$ cat src/rtl/rv_seq_pkg.sv
// Shared types and constants for the multi-cycle RV32I sequencer.
// Latency: none; this file holds only types, constants and a pure decode function.
// Backpressure: not applicable.
package rv_seq_pkg;

    typedef enum logic [2:0] {
        S_RST    = 3'd0,
        S_FETCH  = 3'd1,
        S_DECODE = 3'd2,
        S_EXEC   = 3'd3,
        S_MEM    = 3'd4,
        S_WB     = 3'd5,
        S_TRAP   = 3'd6
    } state_t;

    typedef enum logic [2:0] {
        CL_NONE   = 3'd0,
        CL_ALU    = 3'd1,
        CL_LOAD   = 3'd2,
        CL_STORE  = 3'd3,
        CL_BRANCH = 3'd4,
        CL_JUMP   = 3'd5,
        CL_UPPER  = 3'd6
    } class_t;

    localparam logic [6:0] OP_REG    = 7'b0110011;
    localparam logic [6:0] OP_IMM    = 7'b0010011;
    localparam logic [6:0] OP_LOAD   = 7'b0000011;
    localparam logic [6:0] OP_STORE  = 7'b0100011;
    localparam logic [6:0] OP_BRANCH = 7'b1100011;
    localparam logic [6:0] OP_JAL    = 7'b1101111;
    localparam logic [6:0] OP_JALR   = 7'b1100111;
    localparam logic [6:0] OP_LUI    = 7'b0110111;
    localparam logic [6:0] OP_AUIPC  = 7'b0010111;

    localparam logic [1:0] CAUSE_NONE    = 2'b00;
    localparam logic [1:0] CAUSE_ILLEGAL = 2'b01;
    localparam logic [1:0] CAUSE_TIMEOUT = 2'b10;

    // CL_NONE doubles as "not an RV32I base opcode we sequence" -> illegal.
    function automatic class_t classify(input logic [6:0] opcode);
        class_t cl;
        case (opcode)
            OP_REG, OP_IMM:    cl = CL_ALU;
            OP_LOAD:           cl = CL_LOAD;
            OP_STORE:          cl = CL_STORE;
            OP_BRANCH:         cl = CL_BRANCH;
            OP_JAL, OP_JALR:   cl = CL_JUMP;
            OP_LUI, OP_AUIPC:  cl = CL_UPPER;
            default:           cl = CL_NONE;
        endcase
        return cl;
    endfunction

endpackage

$ cat src/rtl/rv_seq_timeout.sv
// Memory-request watchdog: counts request cycles that go unacknowledged.
// Latency: o_expired is a registered-count compare, valid in the cycle the count reaches MEM_TIMEOUT-1.
// Backpressure: none; clear has priority over enable.
module rv_seq_timeout #(
    parameter int MEM_TIMEOUT = 16
) (
    input  logic i_clk,
    input  logic i_rst_n,
    input  logic i_clr,
    input  logic i_en,
    output logic o_expired
);

    localparam logic [7:0] LIMIT = 8'(MEM_TIMEOUT - 1);

    logic [7:0] cnt;

    // Count waiting cycles; the owner stops the count by trapping at LIMIT, so no wrap handling.
    always_ff @(posedge i_clk or negedge i_rst_n) begin
        if (!i_rst_n) begin
            cnt <= 8'd0;
        end else if (i_clr) begin
            cnt <= 8'd0;
        end else if (i_en) begin
            cnt <= cnt + 8'd1;
        end
    end

    assign o_expired = (cnt == LIMIT);

endmodule

$ cat src/rtl/rv_seq_ctrl.sv
// Multi-cycle RV32I sequencer gating PC/IR/regfile/memory-port updates; optional perf counters under RV_SEQ_CTRL_PERF_EN.
// Latency (zero-wait memory): ALU/UPPER/JUMP 4, BRANCH 3, STORE 4, LOAD 5 cycles; each ack delay cycle adds one.
// Backpressure: FETCH/MEM hold o_mem_req until i_mem_ack; MEM_TIMEOUT unacked cycles trap until reset.
module rv_seq_ctrl
    import rv_seq_pkg::*;
#(
    parameter int MEM_TIMEOUT = 16
) (
    input  logic        i_clk,
    input  logic        i_rst_n,
    input  logic [31:0] i_instr,
    input  logic        i_br_taken,
    input  logic        i_mem_ack,
    output logic        o_mem_req,
    output logic        o_mem_we,
    output logic        o_addr_sel,
    output logic        o_ir_wren,
    output logic        o_pc_wren,
    output logic        o_pc_sel,
    output logic        o_rd_wren,
    output logic        o_insn_vld,
    output logic        o_trap,
    output logic [1:0]  o_trap_cause,
    output logic [2:0]  o_state
`ifdef RV_SEQ_CTRL_PERF_EN
    ,
    output logic [31:0] o_cycle_cnt,
    output logic [31:0] o_retire_cnt
`endif
);

    state_t     state_q, state_d;
    class_t     class_q, class_d;
    logic [1:0] cause_q, cause_d;

    logic tmo_clr;
    logic tmo_en;
    logic tmo_expired;

    // Only the opcode field steers sequencing; the rest of the IR belongs to the datapath decoder.
    logic unused_instr_bits;
    assign unused_instr_bits = ^i_instr[31:7];

    // Request is a pure state decode so an async reset drops it immediately.
    assign o_mem_req    = (state_q == S_FETCH) || (state_q == S_MEM);
    assign o_trap       = (state_q == S_TRAP);
    assign o_trap_cause = cause_q;
    assign o_state      = state_q;

    // Idle cycles, and any ack, restart the watchdog so each FETCH/MEM visit gets a full budget.
    assign tmo_clr = !o_mem_req || i_mem_ack;
    assign tmo_en  = o_mem_req && !i_mem_ack;

    rv_seq_timeout #(
        .MEM_TIMEOUT (MEM_TIMEOUT)
    ) u_timeout (
        .i_clk     (i_clk),
        .i_rst_n   (i_rst_n),
        .i_clr     (tmo_clr),
        .i_en      (tmo_en),
        .o_expired (tmo_expired)
    );

    // State, instruction class and trap cause registers.
    always_ff @(posedge i_clk or negedge i_rst_n) begin
        if (!i_rst_n) begin
            state_q <= S_RST;
            class_q <= CL_NONE;
            cause_q <= CAUSE_NONE;
        end else begin
            state_q <= state_d;
            class_q <= class_d;
            cause_q <= cause_d;
        end
    end

    // Next-state and datapath enables; ack in the last allowed cycle beats the timeout.
    always_comb begin
        state_d    = state_q;
        class_d    = class_q;
        cause_d    = cause_q;
        o_mem_we   = 1'b0;
        o_addr_sel = 1'b0;
        o_ir_wren  = 1'b0;
        o_pc_wren  = 1'b0;
        o_pc_sel   = 1'b0;
        o_rd_wren  = 1'b0;
        o_insn_vld = 1'b0;

        case (state_q)
            S_RST: begin
                state_d = S_FETCH;
            end
            S_FETCH: begin
                if (i_mem_ack) begin
                    o_ir_wren = 1'b1;
                    state_d   = S_DECODE;
                end else if (tmo_expired) begin
                    state_d = S_TRAP;
                    cause_d = CAUSE_TIMEOUT;
                end
            end
            S_DECODE: begin
                class_d = classify(i_instr[6:0]);
                if (class_d == CL_NONE) begin
                    state_d = S_TRAP;
                    cause_d = CAUSE_ILLEGAL;
                end else begin
                    state_d = S_EXEC;
                end
            end
            S_EXEC: begin
                case (class_q)
                    CL_BRANCH: begin
                        o_pc_wren  = 1'b1;
                        o_pc_sel   = i_br_taken;
                        o_insn_vld = 1'b1;
                        state_d    = S_FETCH;
                    end
                    CL_LOAD, CL_STORE: state_d = S_MEM;
                    default:           state_d = S_WB;
                endcase
            end
            S_MEM: begin
                o_addr_sel = 1'b1;
                o_mem_we   = (class_q == CL_STORE);
                if (i_mem_ack) begin
                    if (class_q == CL_STORE) begin
                        o_pc_wren  = 1'b1;
                        o_insn_vld = 1'b1;
                        state_d    = S_FETCH;
                    end else begin
                        state_d = S_WB;
                    end
                end else if (tmo_expired) begin
                    state_d = S_TRAP;
                    cause_d = CAUSE_TIMEOUT;
                end
            end
            S_WB: begin
                o_rd_wren  = 1'b1;
                o_pc_wren  = 1'b1;
                o_pc_sel   = (class_q == CL_JUMP);
                o_insn_vld = 1'b1;
                state_d    = S_FETCH;
            end
            S_TRAP: begin
                state_d = S_TRAP;
            end
            default: begin
                state_d = S_RST;
            end
        endcase
    end

`ifdef RV_SEQ_CTRL_PERF_EN
    // Active-cycle and retired-instruction counters, free-running modulo 2^32.
    always_ff @(posedge i_clk or negedge i_rst_n) begin
        if (!i_rst_n) begin
            o_cycle_cnt  <= 32'd0;
            o_retire_cnt <= 32'd0;
        end else begin
            if ((state_q != S_RST) && (state_q != S_TRAP)) begin
                o_cycle_cnt <= o_cycle_cnt + 32'd1;
            end
            if (o_insn_vld) begin
                o_retire_cnt <= o_retire_cnt + 32'd1;
            end
        end
    end
`endif

endmodule

$ cat config.mk
export PLATFORM = sky130hd
export DESIGN_NAME = rv_seq_ctrl
export DESIGN_NICKNAME = d
export VERILOG_FILES = /design/src/rtl/rv_seq_pkg.sv /design/src/rtl/rv_seq_timeout.sv /design/src/rtl/rv_seq_ctrl.sv
export SDC_FILE = /design/constraint.sdc
export NUM_CORES = 1
export LEC_CHECK = 0
export BUFFER_PORTS_ARGS = -buffer_cell sky130_fd_sc_hd__buf_2
export CORE_AREA = 2 2 61 74
export CTS_CLUSTER_DIAMETER = 100
export DETAILED_ROUTE_END_ITERATION = 8
export DIE_AREA = 0 0 63 76
export GPL_ROUTABILITY_DRIVEN = 0
export PLACE_DENSITY = 0.49
export SYNTH_ARGS = -nofsm -noshare
export SYNTH_HDL_FRONTEND = slang
export SYNTH_SLANG_ARGS = --single-unit
$ cat constraint.sdc
create_clock -name i_clk -period 1.8 [get_ports i_clk]
set_input_delay 0.36 -clock i_clk [delete_from_list [all_inputs] [get_ports i_clk]]
set_output_delay 0.36 -clock i_clk [all_outputs]
set_load 0.005 [all_outputs]
==> results of run 1 <==
-- registers in the layout, indices dropped and copies added (netlist names) --
register / count
o_state: 3
class_q: 3
o_trap_cause: 2
u_timeout.cnt: 8
-- per-layer routing --
layer	part of all wire (%)	global-route usage (%)	vias up
met5	0	0	-
met4	1.2	4.67	0
met3	4.9	1.48	2
met2	47	16.9	21
met1	47	13.0	398
li1	-	-	462
-- layout make-up --
type                       count  area, um^2
fill                         476        2850
clock buffer                   4        55.1
inverter                       1        3.75
multi-input combinational     89         573
sequential                    16         402
tap                           56        70.1
timing repair buffer          31         180
-- power breakdown --
part | switching (W) | internal [W] | leakage (nW) | total, W
Clock | 0.000117 | 0.000194 | 0.0288 | 0.000311
Sequential | 0.0000983 | 0.000451 | 0.210 | 0.000549
Combinational | 0.000377 | 0.000391 | 0.336 | 0.000769
-- path summary, 6_finish.rpt --
check / to / slack [ps] / depth (start not counted)
max in group asynchronous: o_state[2]$_DFF_PN0_ / 1490 / 1
hold / removal: u_timeout.cnt[2]$_DFF_PN0_ / 20 / 1
setup / recovery: o_insn_vld / 70 / 4
hold reg to reg: u_timeout.cnt[0]$_DFF_PN0_ / 470 / 1
setup reg to reg: o_state[0]$_DFF_PN0_ / 170 / 4
min in group i_clk: o_trap_cause[1]$_DFFE_PN0P_ / 390 / 3
-- cells by family (layout without fill, tap and decap cells) --
family	Yosys count	in the layout	synth area share, %
and+or+nand+nor	56	56	30.0
AOI/OAI and AO/OA	25	25	18.5
DFF	16	16	40.6
xor gates and xnor gates	7	7	6.21
buffers and inverters	7	36	3.42
adders and majority gates	1	1	1.27
-- stage by stage --
step	util, %	hold WS, ps	instances
after floorplan	-	64.4	112
after global placement	28.3	291	189
after detailed placement	28.3	298	189
after CTS	29.9	27.5	194
after global routing	31.1	36.5	197
final	31.1	21.2	197
-- placed cells by master, fill, tap and decap left out, drive strengths merged, types with 5 or more instances in the layout --
cell type | synthesis | final
o21ai | 5 | 5
buf | 4 | 31
dfrtp | 16 | 16
nor2 | 17 | 17
nand2 | 8 | 8
-- repair_timing --
item | 4_1_cts | 5_1_grt
buffers inserted | 1 | 3
resized for setup | 1 | 7
pin swaps | 0 | 1
hold buffers | 0 | 0
setup endpoints to repair | 2 | 3
-- critical path, cell delays in order, from the launching register on --
cell and delay [ps]:
dfrtp_2 440, nand2b_4 160, o31ai_1 240, a22o_1 170, buf_2 110
==> flow_metrics.env, run 1 <==
export IMPL_outcome="finished, final reports clean"
export IMPL_path_clk_slew_ps=60
export IMPL_fmax_mhz=577
export IMPL_start_util_pct=23.9
export IMPL_die_w_um=63
export IMPL_cts_root_buf="clkbuf_8"
export IMPL_cp_end_kind="output pin"
export IMPL_cp_arrival_ps=1370
export IMPL_setup_violations=0
export IMPL_synth_distinct_cells=39
export IMPL_cts_buffer_depth=2
export IMPL_reg2reg_from="u_timeout.cnt[5]$_DFF_PN0_"
export IMPL_grt_setup_unrepaired="false"
export IMPL_gr_total_overflow=0
export IMPL_synth_most_common_cell="nor2_1"
export IMPL_power_leakage_nw=0.575
export IMPL_num_rows=26
export IMPL_syn_area_per_cell_um2=8.81
export IMPL_antenna_left=0
export IMPL_io_pins=50
export IMPL_worstSetupPathType="flop to output pin"
export IMPL_core_area_um2=4130
export IMPL_cts_tree="yes"
export IMPL_synth_ff_type="dfrtp_1"
export IMPL_first_iter_violations=19
export IMPL_synthTopCellsByArea="dfrtp_1 41%, nor2_1 6.5%, xnor2_1 3.5%, nand2_1 3.0%, o31ai_1 3.0%"
export IMPL_synth_edf_count=0
export IMPL_crit_required_ps=1440
export IMPL_synth_area_um2=987
export IMPL_powerDensity_nw_per_um2=1270
export IMPL_htreeDepth=1
export IMPL_place_area_um2=1170
export IMPL_async_flop_share_pct=100
export IMPL_port_buffers=24
export IMPL_dp_hpwl_mm=1.81
export IMPL_first_pass_iters=4
export IMPL_clock_sinks=16
export IMPL_slew_headroom_pct=75.6
export IMPL_synth_commonest_cells="17 x nor2_1, 16 x dfrtp_1, 8 x nand2_1"
export IMPL_synth_seq_cells=16
export IMPL_clock_skew_ps=0.765
export IMPL_drive_gt1_share_pct=31.9
export IMPL_total_power_w=0.00163
export IMPL_critPathMaxFanout=4
export IMPL_syn2layout_area_growth_pct=30.0
export IMPL_grtUsageTotal_pct=10.2
export IMPL_yosys_area_top_type_share_pct=40.6
export IMPL_via_count=883
export IMPL_grt_max_degree=17
export IMPL_grt_pass1_vias=896
export IMPL_vdd_drop_max_uv=319
export IMPL_diodes=0
export IMPL_min_period_ps=1730
export IMPL_startpoint_type="flop"
export IMPL_tightest_slew_ps=366
export IMPL_antenna_found_initial=0
export IMPL_drv_cap=0
export IMPL_ys_seq_area_share_pct=40.6
export IMPL_finalHoldViolations=0
export IMPL_fin_area_um2=1280
export IMPL_wl_per_cell_um=11.3
export IMPL_startpoint="o_state[2]$_DFF_PN0_"
export IMPL_fin_tns_setup_ps=0
export IMPL_worstSkewPairLatency_ps=240
export IMPL_synth_nets=149
export IMPL_ys_warn_count=0
export IMPL_grt_pass1_wl_mm=3.97
export IMPL_yosysTopAreaCell="dfrtp_1"
export IMPL_dieArea_um2=4790
export IMPL_drt_drc_violations_left=0
export IMPL_min_path_type="input port to asynchronous set/reset pin"
export IMPL_cts_buffers_inserted=3
export IMPL_netlist_instances=112
export IMPL_fin_crit_sh_pct=96.2
export IMPL_fin_ws_ps=68.0
export IMPL_die_h_um=76
export IMPL_fin_nets=179
export IMPL_place_ws_ps=162
export IMPL_drt_wl_total_mm=2.23
export IMPL_vias_per_cell=4.48
export IMPL_drv_slew=0
Power figures use the tool's default switching activity.
==> run 2: changes to the inputs <==
--- a/config.mk
+++ b/config.mk
@@ -6,12 +6,14 @@
 export NUM_CORES = 1
 export LEC_CHECK = 0
 export BUFFER_PORTS_ARGS = -buffer_cell sky130_fd_sc_hd__buf_2
+export CELL_PAD_IN_SITES_DETAIL_PLACEMENT = 1
+export CELL_PAD_IN_SITES_GLOBAL_PLACEMENT = 1
 export CORE_AREA = 2 2 61 74
 export CTS_CLUSTER_DIAMETER = 100
 export DETAILED_ROUTE_END_ITERATION = 8
 export DIE_AREA = 0 0 63 76
 export GPL_ROUTABILITY_DRIVEN = 0
-export PLACE_DENSITY = 0.49
+export PLACE_DENSITY = 0.64
 export SYNTH_ARGS = -nofsm -noshare
 export SYNTH_HDL_FRONTEND = slang
 export SYNTH_SLANG_ARGS = --single-unit
==> flow_metrics.env, run 2 (synthesized netlist as in run 1, its figures left out) <==
export IMPL_antenna_found_initial=0
export IMPL_r2r_end="o_state[0]$_DFF_PN0_"
export IMPL_grt_pass1_wl_mm=4.44
export IMPL_via_count=922
export IMPL_r2r_cells=4
export IMPL_critPathMaxFanout=3
export IMPL_wl_per_cell_um=13.1
export IMPL_startpoint_type="flop"
export IMPL_drv_slew=0
export IMPL_power_leakage_nw=0.575
export IMPL_drv_cap=0
export IMPL_tightest_slew_ps=382
export IMPL_core_area_um2=4130
export IMPL_antenna_left=0
export IMPL_cpPeakStageDelay_ps=410
export IMPL_cp_cell_sequence="nand2b_4 > nor2_2 > and3_4 > a22o_1 > buf_2"
export IMPL_first_pass_iters=4
export IMPL_crit_required_ps=1440
export IMPL_cts_root_buf="clkbuf_8"
export IMPL_r2r_setup_slack_ps=130
export IMPL_gr_total_overflow=0
export IMPL_fmax_mhz=580
export IMPL_cp_arrival_ps=1370
export IMPL_htreeDepth=1
export IMPL_vdd_drop_max_uv=324
export IMPL_final_common_cell="buf_2"
export IMPL_filler_cell_count=509
export IMPL_instances_no_fill=197
export IMPL_cp_num_buf_inv=1
export IMPL_worstSkewPairLatency_ps=250
export IMPL_finalHoldViolations=0
export IMPL_cts_tree="yes"
export IMPL_syn2layout_area_growth_pct=31.9
export IMPL_fin_tns_setup_ps=0
export IMPL_clock_sinks=16
export IMPL_fin_crit_sh_pct=95.8
export IMPL_start_util_pct=23.9
export IMPL_drive_gt1_share_pct=34.8
export IMPL_powerDensity_nw_per_um2=1290
export IMPL_grt_max_degree=17
export IMPL_die_h_um=76
export IMPL_vias_per_cell=4.68
export IMPL_worstSetupPathType="flop to output pin"
export IMPL_num_rows=26
export IMPL_grtUsageTotal_pct=11.4
export IMPL_outcome="finished, final reports clean"
export IMPL_dpl_cell_count=188
export IMPL_port_buffers=24
export IMPL_drt_drc_violations_left=0
export IMPL_cp_end_kind="output pin"
export IMPL_total_power_w=0.00168
export IMPL_final_cell_mix="24 x buf_2, 16 x nor2_1, 14 x dfrtp_1"
export IMPL_io_pins=50
export IMPL_drt_wl_total_mm=2.59
export IMPL_diodes=0
export IMPL_dieArea_um2=4790
export IMPL_dp_hpwl_mm=1.94
export IMPL_cts_buffer_depth=2
export IMPL_first_iter_violations=7
export IMPL_path_delay_family="simple AND/OR/NAND/NOR gates"
export IMPL_slew_headroom_pct=74.3
export IMPL_largest_register_ffs=8
export IMPL_post_route_util_pct=31.5
export IMPL_setup_violations=0
export IMPL_cp_slowest_cell="dfrtp_1"
export IMPL_grt_pass1_vias=956
export IMPL_path_clk_slew_ps=70
export IMPL_die_w_um=63
export IMPL_clock_skew_ps=6.26
export IMPL_cts_buffers_inserted=3
export IMPL_fin_nets=179
export IMPL_min_period_ps=1730
export IMPL_reg2reg_from="u_timeout.cnt[5]$_DFF_PN0_"
export IMPL_top_register="u_timeout.cnt"
export IMPL_min_path_type="input port to asynchronous set/reset pin"
export IMPL_holdWs_ps=22.6
-- run 2: cell counts in the layout (fill, tap and decap cells not counted) --
No cell type changed its count.
-- run 2: per-layer routing --
layer	vias up	wire, um	track usage, %
met5	-	0	0
met4	0	27	4.00
met3	2	75	0.886
met2	17	1410	21.0
met1	449	1080	13.5
li1	454	-	-
-- run 2: layout make-up --
cell class | instances | area (um^2) | area share (%)
repair buffers | 31 | 180 | 13.8
multi-input cells | 89 | 591 | 45.3
clock buffers | 4 | 55.1 | 4.23
flip-flops and latches | 16 | 403 | 30.9
well taps | 56 | 70.1 | 5.38
inverters | 1 | 3.75 | 0.288
-- run 2: through the flow --
step,instance area [um^2],setup WS (ps)
5_1_grt,1300,-9.23
4_1_cts,1240,16.5
2_1_floorplan,987,50.9
6_report,1300,74.9
3_3_place_gp,1160,182
3_5_place_dp,1160,157
-- run 2: repair_timing --
item | 4_1_cts | 5_1_grt
hold endpoints to repair | 0 | 0
hold buffers | 0 | 0
pin swaps | 0 | 2
setup endpoints to repair | 3 | 3
gates resized for setup | 3 | 9
buffers inserted | 2 | 3
-- run 2: power breakdown --
part / internal (W) / switching [W] / leakage, nW
sequential: 0.000453 / 0.000126 / 0.209
clock: 0.000194 / 0.000121 / 0.0288
combinational: 0.000396 / 0.000389 / 0.337
-- run 2: worst max path at each step --
stage / startpoint / to / depth (start not counted)
4_1_cts: o_state[1]$_DFF_PN0_ / o_pc_sel / 5
3_3_place_gp: u_timeout.cnt[5]$_DFF_PN0_ / o_state[0]$_DFF_PN0_ / 4
2_1_floorplan: o_state[1]$_DFF_PN0_ / o_pc_wren / 6
6_report: o_state[1]$_DFF_PN0_ / o_pc_wren / 5
5_1_grt: o_state[1]$_DFF_PN0_ / o_pc_wren / 5
3_5_place_dp: u_timeout.cnt[5]$_DFF_PN0_ / o_state[0]$_DFF_PN0_ / 4
